### src/rtl/pipe_stage_reg_pkg.sv
// Shared definitions for the EX/MEM pipeline stage register (package pipe_pkg):
// opcode class codes, the default-width payload record and a clog2 helper.
package pipe_pkg;

    localparam logic [3:0] OP1_LW  = 4'b1001;
    localparam logic [3:0] OP1_BR  = 4'b0010;
    localparam logic [3:0] OP1_JAL = 4'b1011;

    // Payload record at the default widths (32-bit data, 4-bit index/opcode)
    typedef struct packed {
        logic [3:0]  wrtIndex;
        logic        regWrEn;
        logic [1:0]  mulSel;
        logic [31:0] aluOut;
        logic [31:0] data2;
        logic [31:0] pc;
        logic [3:0]  instType;
        logic        brTaken;
        logic        isLoad;
        logic        isStore;
    } stage_payload_t;

    function automatic int unsigned clog2(input int unsigned value);
        int unsigned width;
        width = 0;
        while ((32'd1 << width) < value) begin
            width++;
        end
        return width;
    endfunction

endpackage

### src/rtl/pipe_stage_reg_if.sv
// Handshake and payload bundle between execute and memory stages.
// slave: the stage register itself; master: the surrounding pipeline.
interface pipe_stage_reg_if #(
    parameter int unsigned DATA_W      = 32,
    parameter int unsigned REG_IDX_W   = 4,
    parameter int unsigned INST_TYPE_W = 4
) ();

    logic                   in_valid;
    logic                   in_ready;
    logic [REG_IDX_W-1:0]   in_wrt_index;
    logic                   in_reg_wr_en;
    logic [1:0]             in_mul_sel;
    logic [DATA_W-1:0]      in_alu_out;
    logic [DATA_W-1:0]      in_data2;
    logic [DATA_W-1:0]      in_pc;
    logic [INST_TYPE_W-1:0] in_inst_type;
    logic                   in_br_taken;
    logic                   in_is_load;
    logic                   in_is_store;

    logic                   out_valid;
    logic                   out_ready;
    logic [REG_IDX_W-1:0]   out_wrt_index;
    logic                   out_reg_wr_en;
    logic [1:0]             out_mul_sel;
    logic [DATA_W-1:0]      out_alu_out;
    logic [DATA_W-1:0]      out_data2;
    logic [DATA_W-1:0]      out_pc;
    logic [INST_TYPE_W-1:0] out_inst_type;
    logic                   out_is_load;
    logic                   out_is_store;
    logic                   kill_active;

    modport master (
        output in_valid, in_wrt_index, in_reg_wr_en, in_mul_sel, in_alu_out,
               in_data2, in_pc, in_inst_type, in_br_taken, in_is_load, in_is_store,
               out_ready,
        input  in_ready, out_valid, out_wrt_index, out_reg_wr_en, out_mul_sel,
               out_alu_out, out_data2, out_pc, out_inst_type, out_is_load,
               out_is_store, kill_active
    );

    modport slave (
        input  in_valid, in_wrt_index, in_reg_wr_en, in_mul_sel, in_alu_out,
               in_data2, in_pc, in_inst_type, in_br_taken, in_is_load, in_is_store,
               out_ready,
        output in_ready, out_valid, out_wrt_index, out_reg_wr_en, out_mul_sel,
               out_alu_out, out_data2, out_pc, out_inst_type, out_is_load,
               out_is_store, kill_active
    );

endinterface

### src/rtl/pipe_skid_buf.sv
// One-entry skid buffer of generic width. Only built with PIPE_SKID_EN defined.
`ifdef PIPE_SKID_EN
module pipe_skid_buf #(
    parameter int unsigned WIDTH = 8
) (
    input  logic             clk,
    input  logic             reset,
    input  logic             flush,
    input  logic             load,
    input  logic             drain,
    input  logic [WIDTH-1:0] dataIn,
    output logic             valid,
    output logic [WIDTH-1:0] dataOut
);

    logic             validQ;
    logic [WIDTH-1:0] dataQ;

    // Occupancy: flush empties, load fills, drain empties
    always_ff @(posedge clk or posedge reset) begin
        if (reset) begin
            validQ <= 1'b0;
        end else if (flush) begin
            validQ <= 1'b0;
        end else if (load) begin
            validQ <= 1'b1;
        end else if (drain) begin
            validQ <= 1'b0;
        end
    end

    // Held entry captured on load
    always_ff @(posedge clk or posedge reset) begin
        if (reset) begin
            dataQ <= '0;
        end else if (load) begin
            dataQ <= dataIn;
        end
    end

    assign valid   = validQ;
    assign dataOut = dataQ;

endmodule
`endif

### src/rtl/pipe_stage_reg.sv
// EX/MEM ready/valid stage register with flush and a KILL_DEPTH-entry hazard
// squash window. Define PIPE_SKID_EN to add a one-entry input skid buffer that
// makes in_ready a registered signal.
module pipe_stage_reg #(
    parameter int unsigned DATA_W      = 32,
    parameter int unsigned REG_IDX_W   = 4,
    parameter int unsigned INST_TYPE_W = 4,
    parameter int unsigned KILL_DEPTH  = 1,
    parameter logic [INST_TYPE_W-1:0] OP1_LW  = INST_TYPE_W'(pipe_pkg::OP1_LW),
    parameter logic [INST_TYPE_W-1:0] OP1_BR  = INST_TYPE_W'(pipe_pkg::OP1_BR),
    parameter logic [INST_TYPE_W-1:0] OP1_JAL = INST_TYPE_W'(pipe_pkg::OP1_JAL),
    parameter int unsigned RESET_VALUE = 0
) (
    input logic             clk,
    input logic             reset,
    input logic             flush,
    pipe_stage_reg_if.slave bus
);

    import pipe_pkg::*;

    localparam int unsigned KILL_W = (clog2(KILL_DEPTH + 1) < 1) ? 1 : clog2(KILL_DEPTH + 1);

    typedef struct packed {
        logic [REG_IDX_W-1:0]   wrtIndex;
        logic                   regWrEn;
        logic [1:0]             mulSel;
        logic [DATA_W-1:0]      aluOut;
        logic [DATA_W-1:0]      data2;
        logic [DATA_W-1:0]      pc;
        logic [INST_TYPE_W-1:0] instType;
        logic                   isLoad;
        logic                   isStore;
    } fields_t;

    typedef struct packed {
        fields_t f;
        logic    brTaken;
    } entry_t;

    localparam fields_t RESET_FIELDS = '{
        wrtIndex: REG_IDX_W'(RESET_VALUE),
        regWrEn:  1'(RESET_VALUE),
        mulSel:   2'(RESET_VALUE),
        aluOut:   DATA_W'(RESET_VALUE),
        data2:    DATA_W'(RESET_VALUE),
        pc:       DATA_W'(RESET_VALUE),
        instType: INST_TYPE_W'(RESET_VALUE),
        isLoad:   1'(RESET_VALUE),
        isStore:  1'(RESET_VALUE)
    };

    entry_t            inEntry;
    entry_t            srcEntry;
    fields_t           loadFields;
    fields_t           outQ;
    logic              outValidQ;
    logic [KILL_W-1:0] killCnt;
    logic              accept;
    logic              outFree;
    logic              outLoad;
    logic              squash;
    logic              trigger;

    // Gather the upstream payload into one entry
    always_comb begin
        inEntry            = '0;
        inEntry.f.wrtIndex = bus.in_wrt_index;
        inEntry.f.regWrEn  = bus.in_reg_wr_en;
        inEntry.f.mulSel   = bus.in_mul_sel;
        inEntry.f.aluOut   = bus.in_alu_out;
        inEntry.f.data2    = bus.in_data2;
        inEntry.f.pc       = bus.in_pc;
        inEntry.f.instType = bus.in_inst_type;
        inEntry.f.isLoad   = bus.in_is_load;
        inEntry.f.isStore  = bus.in_is_store;
        inEntry.brTaken    = bus.in_br_taken;
    end

    assign outFree = ~outValidQ | bus.out_ready;
    assign accept  = bus.in_valid & bus.in_ready;

`ifdef PIPE_SKID_EN
    logic                       skidValid;
    logic                       skidLoad;
    logic                       skidDrain;
    logic [$bits(entry_t)-1:0]  skidData;

    // in_ready depends only on registered skid state (and flush), so the
    // out_ready -> in_ready path is cut; the output register fills first.
    assign bus.in_ready = ~skidValid & ~flush;
    assign skidLoad     = accept & ~outFree;
    assign skidDrain    = skidValid & outFree & ~flush;
    assign outLoad      = ~flush & outFree & (skidValid | accept);
    assign srcEntry     = skidValid ? entry_t'(skidData) : inEntry;

    pipe_skid_buf #(
        .WIDTH ($bits(entry_t))
    ) uSkid (
        .clk     (clk),
        .reset   (reset),
        .flush   (flush),
        .load    (skidLoad),
        .drain   (skidDrain),
        .dataIn  (inEntry),
        .valid   (skidValid),
        .dataOut (skidData)
    );
`else
    assign bus.in_ready = ~flush & outFree;
    assign outLoad      = accept;
    assign srcEntry     = inEntry;
`endif

    // Squash/trigger decided on the entry being written to the output register
    always_comb begin
        squash  = (killCnt != '0);
        trigger = (srcEntry.f.instType == OP1_LW)
                | ((srcEntry.f.instType == OP1_BR) & srcEntry.brTaken)
                | (srcEntry.f.instType == OP1_JAL);
        loadFields = srcEntry.f;
        if (squash) begin
            loadFields.isLoad  = 1'b0;
            loadFields.isStore = 1'b0;
            loadFields.regWrEn = 1'b0;
        end
    end

    // Squash window: counts only written entries; squashed ones never re-arm it
    always_ff @(posedge clk or posedge reset) begin
        if (reset) begin
            killCnt <= '0;
        end else if (flush) begin
            killCnt <= '0;
        end else if (outLoad) begin
            if (squash) begin
                killCnt <= killCnt - KILL_W'(1);
            end else if (trigger) begin
                killCnt <= KILL_W'(KILL_DEPTH);
            end
        end
    end

    // Output valid: flush wins, then load, then release empties the stage
    always_ff @(posedge clk or posedge reset) begin
        if (reset) begin
            outValidQ <= 1'b0;
        end else if (flush) begin
            outValidQ <= 1'b0;
        end else if (outLoad) begin
            outValidQ <= 1'b1;
        end else if (outValidQ & bus.out_ready) begin
            outValidQ <= 1'b0;
        end
    end

    // Payload register, held whenever nothing is written
    always_ff @(posedge clk or posedge reset) begin
        if (reset) begin
            outQ <= RESET_FIELDS;
        end else if (outLoad) begin
            outQ <= loadFields;
        end
    end

    assign bus.out_valid     = outValidQ;
    assign bus.out_wrt_index = outQ.wrtIndex;
    assign bus.out_reg_wr_en = outQ.regWrEn;
    assign bus.out_mul_sel   = outQ.mulSel;
    assign bus.out_alu_out   = outQ.aluOut;
    assign bus.out_data2     = outQ.data2;
    assign bus.out_pc        = outQ.pc;
    assign bus.out_inst_type = outQ.instType;
    assign bus.out_is_load   = outQ.isLoad;
    assign bus.out_is_store  = outQ.isStore;
    assign bus.kill_active   = (killCnt != '0);

endmodule

### src/flat_wrapper.sv
// flat-port wrapper written by rule: the top's interface ports become plain ports
module pipe_stage_reg_flat import pipe_pkg::*;
#(
    parameter int unsigned DATA_W      = 32,
    parameter int unsigned REG_IDX_W   = 4,
    parameter int unsigned INST_TYPE_W = 4,
    parameter int unsigned KILL_DEPTH  = 1,
    parameter logic [INST_TYPE_W-1:0] OP1_LW  = INST_TYPE_W'(pipe_pkg::OP1_LW),
    parameter logic [INST_TYPE_W-1:0] OP1_BR  = INST_TYPE_W'(pipe_pkg::OP1_BR),
    parameter logic [INST_TYPE_W-1:0] OP1_JAL = INST_TYPE_W'(pipe_pkg::OP1_JAL),
    parameter int unsigned RESET_VALUE = 0
)
  (clk, reset, flush, bus_in_valid, bus_in_wrt_index, bus_in_reg_wr_en, bus_in_mul_sel, bus_in_alu_out, bus_in_data2, bus_in_pc, bus_in_inst_type, bus_in_br_taken, bus_in_is_load, bus_in_is_store, bus_out_ready, bus_in_ready, bus_out_valid, bus_out_wrt_index, bus_out_reg_wr_en, bus_out_mul_sel, bus_out_alu_out, bus_out_data2, bus_out_pc, bus_out_inst_type, bus_out_is_load, bus_out_is_store, bus_kill_active);
  pipe_stage_reg_if #(.DATA_W(DATA_W), .REG_IDX_W(REG_IDX_W), .INST_TYPE_W(INST_TYPE_W)) bus_i ();
  input logic clk;
  input logic reset;
  input logic flush;
  input wire logic [$bits(bus_i.in_valid)-1:0] bus_in_valid;
  input wire logic [$bits(bus_i.in_wrt_index)-1:0] bus_in_wrt_index;
  input wire logic [$bits(bus_i.in_reg_wr_en)-1:0] bus_in_reg_wr_en;
  input wire logic [$bits(bus_i.in_mul_sel)-1:0] bus_in_mul_sel;
  input wire logic [$bits(bus_i.in_alu_out)-1:0] bus_in_alu_out;
  input wire logic [$bits(bus_i.in_data2)-1:0] bus_in_data2;
  input wire logic [$bits(bus_i.in_pc)-1:0] bus_in_pc;
  input wire logic [$bits(bus_i.in_inst_type)-1:0] bus_in_inst_type;
  input wire logic [$bits(bus_i.in_br_taken)-1:0] bus_in_br_taken;
  input wire logic [$bits(bus_i.in_is_load)-1:0] bus_in_is_load;
  input wire logic [$bits(bus_i.in_is_store)-1:0] bus_in_is_store;
  input wire logic [$bits(bus_i.out_ready)-1:0] bus_out_ready;
  output wire logic [$bits(bus_i.in_ready)-1:0] bus_in_ready;
  output wire logic [$bits(bus_i.out_valid)-1:0] bus_out_valid;
  output wire logic [$bits(bus_i.out_wrt_index)-1:0] bus_out_wrt_index;
  output wire logic [$bits(bus_i.out_reg_wr_en)-1:0] bus_out_reg_wr_en;
  output wire logic [$bits(bus_i.out_mul_sel)-1:0] bus_out_mul_sel;
  output wire logic [$bits(bus_i.out_alu_out)-1:0] bus_out_alu_out;
  output wire logic [$bits(bus_i.out_data2)-1:0] bus_out_data2;
  output wire logic [$bits(bus_i.out_pc)-1:0] bus_out_pc;
  output wire logic [$bits(bus_i.out_inst_type)-1:0] bus_out_inst_type;
  output wire logic [$bits(bus_i.out_is_load)-1:0] bus_out_is_load;
  output wire logic [$bits(bus_i.out_is_store)-1:0] bus_out_is_store;
  output wire logic [$bits(bus_i.kill_active)-1:0] bus_kill_active;
  assign bus_i.in_valid = bus_in_valid;
  assign bus_i.in_wrt_index = bus_in_wrt_index;
  assign bus_i.in_reg_wr_en = bus_in_reg_wr_en;
  assign bus_i.in_mul_sel = bus_in_mul_sel;
  assign bus_i.in_alu_out = bus_in_alu_out;
  assign bus_i.in_data2 = bus_in_data2;
  assign bus_i.in_pc = bus_in_pc;
  assign bus_i.in_inst_type = bus_in_inst_type;
  assign bus_i.in_br_taken = bus_in_br_taken;
  assign bus_i.in_is_load = bus_in_is_load;
  assign bus_i.in_is_store = bus_in_is_store;
  assign bus_i.out_ready = bus_out_ready;
  assign bus_in_ready = bus_i.in_ready;
  assign bus_out_valid = bus_i.out_valid;
  assign bus_out_wrt_index = bus_i.out_wrt_index;
  assign bus_out_reg_wr_en = bus_i.out_reg_wr_en;
  assign bus_out_mul_sel = bus_i.out_mul_sel;
  assign bus_out_alu_out = bus_i.out_alu_out;
  assign bus_out_data2 = bus_i.out_data2;
  assign bus_out_pc = bus_i.out_pc;
  assign bus_out_inst_type = bus_i.out_inst_type;
  assign bus_out_is_load = bus_i.out_is_load;
  assign bus_out_is_store = bus_i.out_is_store;
  assign bus_kill_active = bus_i.kill_active;
  pipe_stage_reg #(.DATA_W(DATA_W), .REG_IDX_W(REG_IDX_W), .INST_TYPE_W(INST_TYPE_W), .KILL_DEPTH(KILL_DEPTH), .OP1_LW(OP1_LW), .OP1_BR(OP1_BR), .OP1_JAL(OP1_JAL), .RESET_VALUE(RESET_VALUE)) u_core (.clk(clk), .reset(reset), .flush(flush), .bus(bus_i));
endmodule
### config.mk
export PLATFORM = sky130hd
export DESIGN_NAME = pipe_stage_reg_flat
export DESIGN_NICKNAME = d
export VERILOG_FILES = /design/src/rtl/pipe_stage_reg_pkg.sv /design/src/rtl/pipe_stage_reg_if.sv /design/src/rtl/pipe_skid_buf.sv /design/src/rtl/pipe_stage_reg.sv /design/src/flat_wrapper.sv
export SDC_FILE = /design/constraint.sdc
export NUM_CORES = 1
export LEC_CHECK = 0
export CAP_MARGIN = 20
export CORE_ASPECT_RATIO = 0.8
export CORE_UTILIZATION = 44
export DETAILED_ROUTE_END_ITERATION = 16
export PLACE_DENSITY = 0.86
export SETUP_SLACK_MARGIN = 0.05
export SYNTH_ARGS = -nofsm -noshare
export SYNTH_HDL_FRONTEND = slang
export SYNTH_SLANG_ARGS = --single-unit
### constraint.sdc
create_clock -name clk -period 7.4 [get_ports clk]
set_input_delay 1.85 -clock clk [delete_from_list [all_inputs] [get_ports clk]]
set_output_delay 1.85 -clock clk [all_outputs]
set_load 0.005 [all_outputs]
==> results.txt <==
Area fraction of the dominant cell type after synthesis: 58.9%
Total GRT Usage: 19.3%
Post-synth cell types: 16
Peak Freq: 203 MHz
Fraction of final layout cells sized beyond drive strength 1: 27.6%
Final net count: 592
CP Capture Type: primary output
Overflow after GRT: 0
Routability cong.: 0.725
WL/cell: 16.9 µm
Antenna violations before repair: 0
CP Data Required Time: 5.55 ns
Die Y: 94.6 µm
Worst-case vdd ir drop: 180 µV
Post-route minimum period: 4.92 ns
Max Root-Sink Buffers: 2
Largest net degree at the start of global routing: 66
Yosys top cell by area: dfrtp_1
Site Rows: 33
DR vias/cell: 4.66
Post-Place Setup Slack: 2.48 ns
Ant diodes: 0
Area of the multi-input gates: 1700 µm²
H-tree depth: 3
Critical path class: in -> out
Setup bufs post-CTS: 0
Worst skew pair latency: 0.34 ns
Slew Viols, Final: 0
Boundary Pins: 227
Hold_buf cts: 0
Clk sinks: 111
Root buffer cell: clkbuf_16
Number of global-route vias before repair: 3094
Top Usage Layer GRT: met2
CP max FO: 4
Die Footprint: 11100 µm²
Worst slew pin tran: 1.01 ns
CTS clk-pin slew, worst paths: 0.07 ns
TNS Setup: 0 ns
Slew margin rel.: 32.6%
Crit share post-route: 66.5%
Core ar.: 10300 µm²
Placed cells: 606
Final Power: 1.72 mW
Syn Inst Count: 249
FF/Latch Area: 2780 µm²
Final Hold Viols: 0
Pwr dens: 238 nW/µm²
Starting density of the core: 45.7%
Finish-stage setup viols: 0
Unrepaired setup endpoints after global routing: no
Grt met1 use: 24.4%
DRC: 0
Worst setup SP type: input pin
Global-route wire length before repair: 16400 µm
Syn_nets: 364
Critical path arrival: 3.07 ns
Synthesized area: 4710 µm²
Routed Antenna Nets: 0
Max cap viols: 0
#FFs+latches synth: 111
Vias: 2900
CTS Buf Count: 9
Fill count: 715
Largest cells by area after synthesis: dfrtp_1, mux2_4, buf_12
DR pass1 iterations: 4
Met3 Track Usage GR: 6.88%
Leak Pwr: 3.17 nW
PnR worst setup slack: 2.48 ns
PortBufs: 226
GRT met2 Usage: 31.6%
Outcome: finished clean
Sequential-to-total area share from yosys stat: 58.9%
Type of the worst min-delay path: reg -> reg
Detailed placement HPWL: 7520 µm
P&R area growth vs syn: 53.6%
TritonCTS clock tree: done
Initial drt markers: 146
Worst clock skew: 0.00478 ns
Final non-filler cell total: 622
Final WL: 10500 µm
Die Wd: 118 µm
PostCTS Resize Cnt: 0
Mean Syn Cell Area: 18.9 µm²
Yosys synthesis warning count: 0
[cell usage after synthesis (all sizes together)]
master / count
nand2: 1
a31o: 1
mux2: 109
dfrtp: 111
buf: 12
nand3b: 1
o21ai: 1
inv: 3
nor2b: 4
o211a: 1
nor2: 4
nor3: 1
[layout make-up]
type                       count  area share (%)
clock buffer                  10            3.30
clock inverter                 6           0.709
inverter                       3           0.190
multi-input combinational    123            23.5
sequential                   111            38.4
tap                          140            2.42
timing repair buffer         229            31.6
[path summary, 6_finish.rpt]
check / startpoint / end / slack, ns / cells past startpoint
min reg2reg: u_core.bus.out_pc[9] / u_core.bus.out_pc[9] / 0.51 / 1
max reg2reg: u_core.bus.out_valid / u_core.bus.out_alu_out[4] / 5.39 / 4
max in group asynchronous: reset / u_core.bus.out_alu_out[1] / 4.24 / 3
min in group asynchronous: reset / u_core.bus.out_pc[0] / 1.93 / 2
max: bus_out_ready / bus_in_ready / 2.48 / 4
min: u_core.bus.out_pc[9] / u_core.bus.out_pc[9] / 0.51 / 1
[registers in the layout, indices dropped and copies added (netlist names)]
name,flops
u_core.bus.kill_active,1
u_core.bus.out_alu_out,32
u_core.bus.out_data2,32
u_core.bus.out_inst_type,4
u_core.bus.out_is_load,1
u_core.bus.out_is_store,1
u_core.bus.out_mul_sel,2
u_core.bus.out_pc,32
u_core.bus.out_reg_wr_en,1
u_core.bus.out_valid,1
u_core.bus.out_wrt_index,4
[kinds of logic after synthesis]
family	count (synthesis)	share of synthesized area (%)
flip-flops	111	58.9
multiplexers	109	33.9
buffers and inverters	15	5.07
AND/OR/NAND/NOR	11	1.59
AO/OA/AOI/OAI	3	0.504
[stage by stage]
| step | cell area, µm² | hold slack (ns) | utilization [%] |
|---|---|---|---|
| after floorplan | 4710 | 0.505 | - |
| after global placement | 6950 | 0.490 | 67.3 |
| after CTS | 7240 | 0.515 | 70.1 |
| after global routing | 7240 | 0.528 | 70.1 |
| after detailed placement | 6950 | 0.492 | 67.3 |
| final | 7240 | 0.511 | 70.1 |
[worst max-delay path, stage by stage]
cell             delay, ns
clkdlybuf4s50_1       0.52
nor2b_4               0.07
nor2_1                0.11
clkdlybuf4s50_1       0.52
[routing by layer]
layer  routed length [µm]  share of wire [%]  up-vias
met3                  786                7.5       11
li1                     -                  -     1317
met2                 5110                 49      126
met4                   93               0.88        0
met5                    0                  0        -
met1                 4530                 43     1446
[layout by cell type, fill, tap and decap left out, drive strengths merged]
master | netlist | layout
clkbuf | 0 | 10
buf | 12 | 3
nor2 | 4 | 4
nor2b | 4 | 4
nand2 | 1 | 1
nor3 | 1 | 1
clkinvlp | 0 | 1
a31o | 1 | 1
clkdlybuf4s50 | 0 | 226
clkinv | 0 | 2
dfrtp | 111 | 111
o21ai | 1 | 1
nand3b | 1 | 1
o211a | 1 | 1
inv | 3 | 6
mux2 | 109 | 109
[where the power goes]
part	switching (mW)	internal, mW	total, mW
Sequential	0.0602	0.709	0.769
Clock	0.223	0.243	0.465
Combinational	0.125	0.361	0.487
Total	0.408	1.31	1.72
No activity file was read; power rests on OpenSTA's default activity.
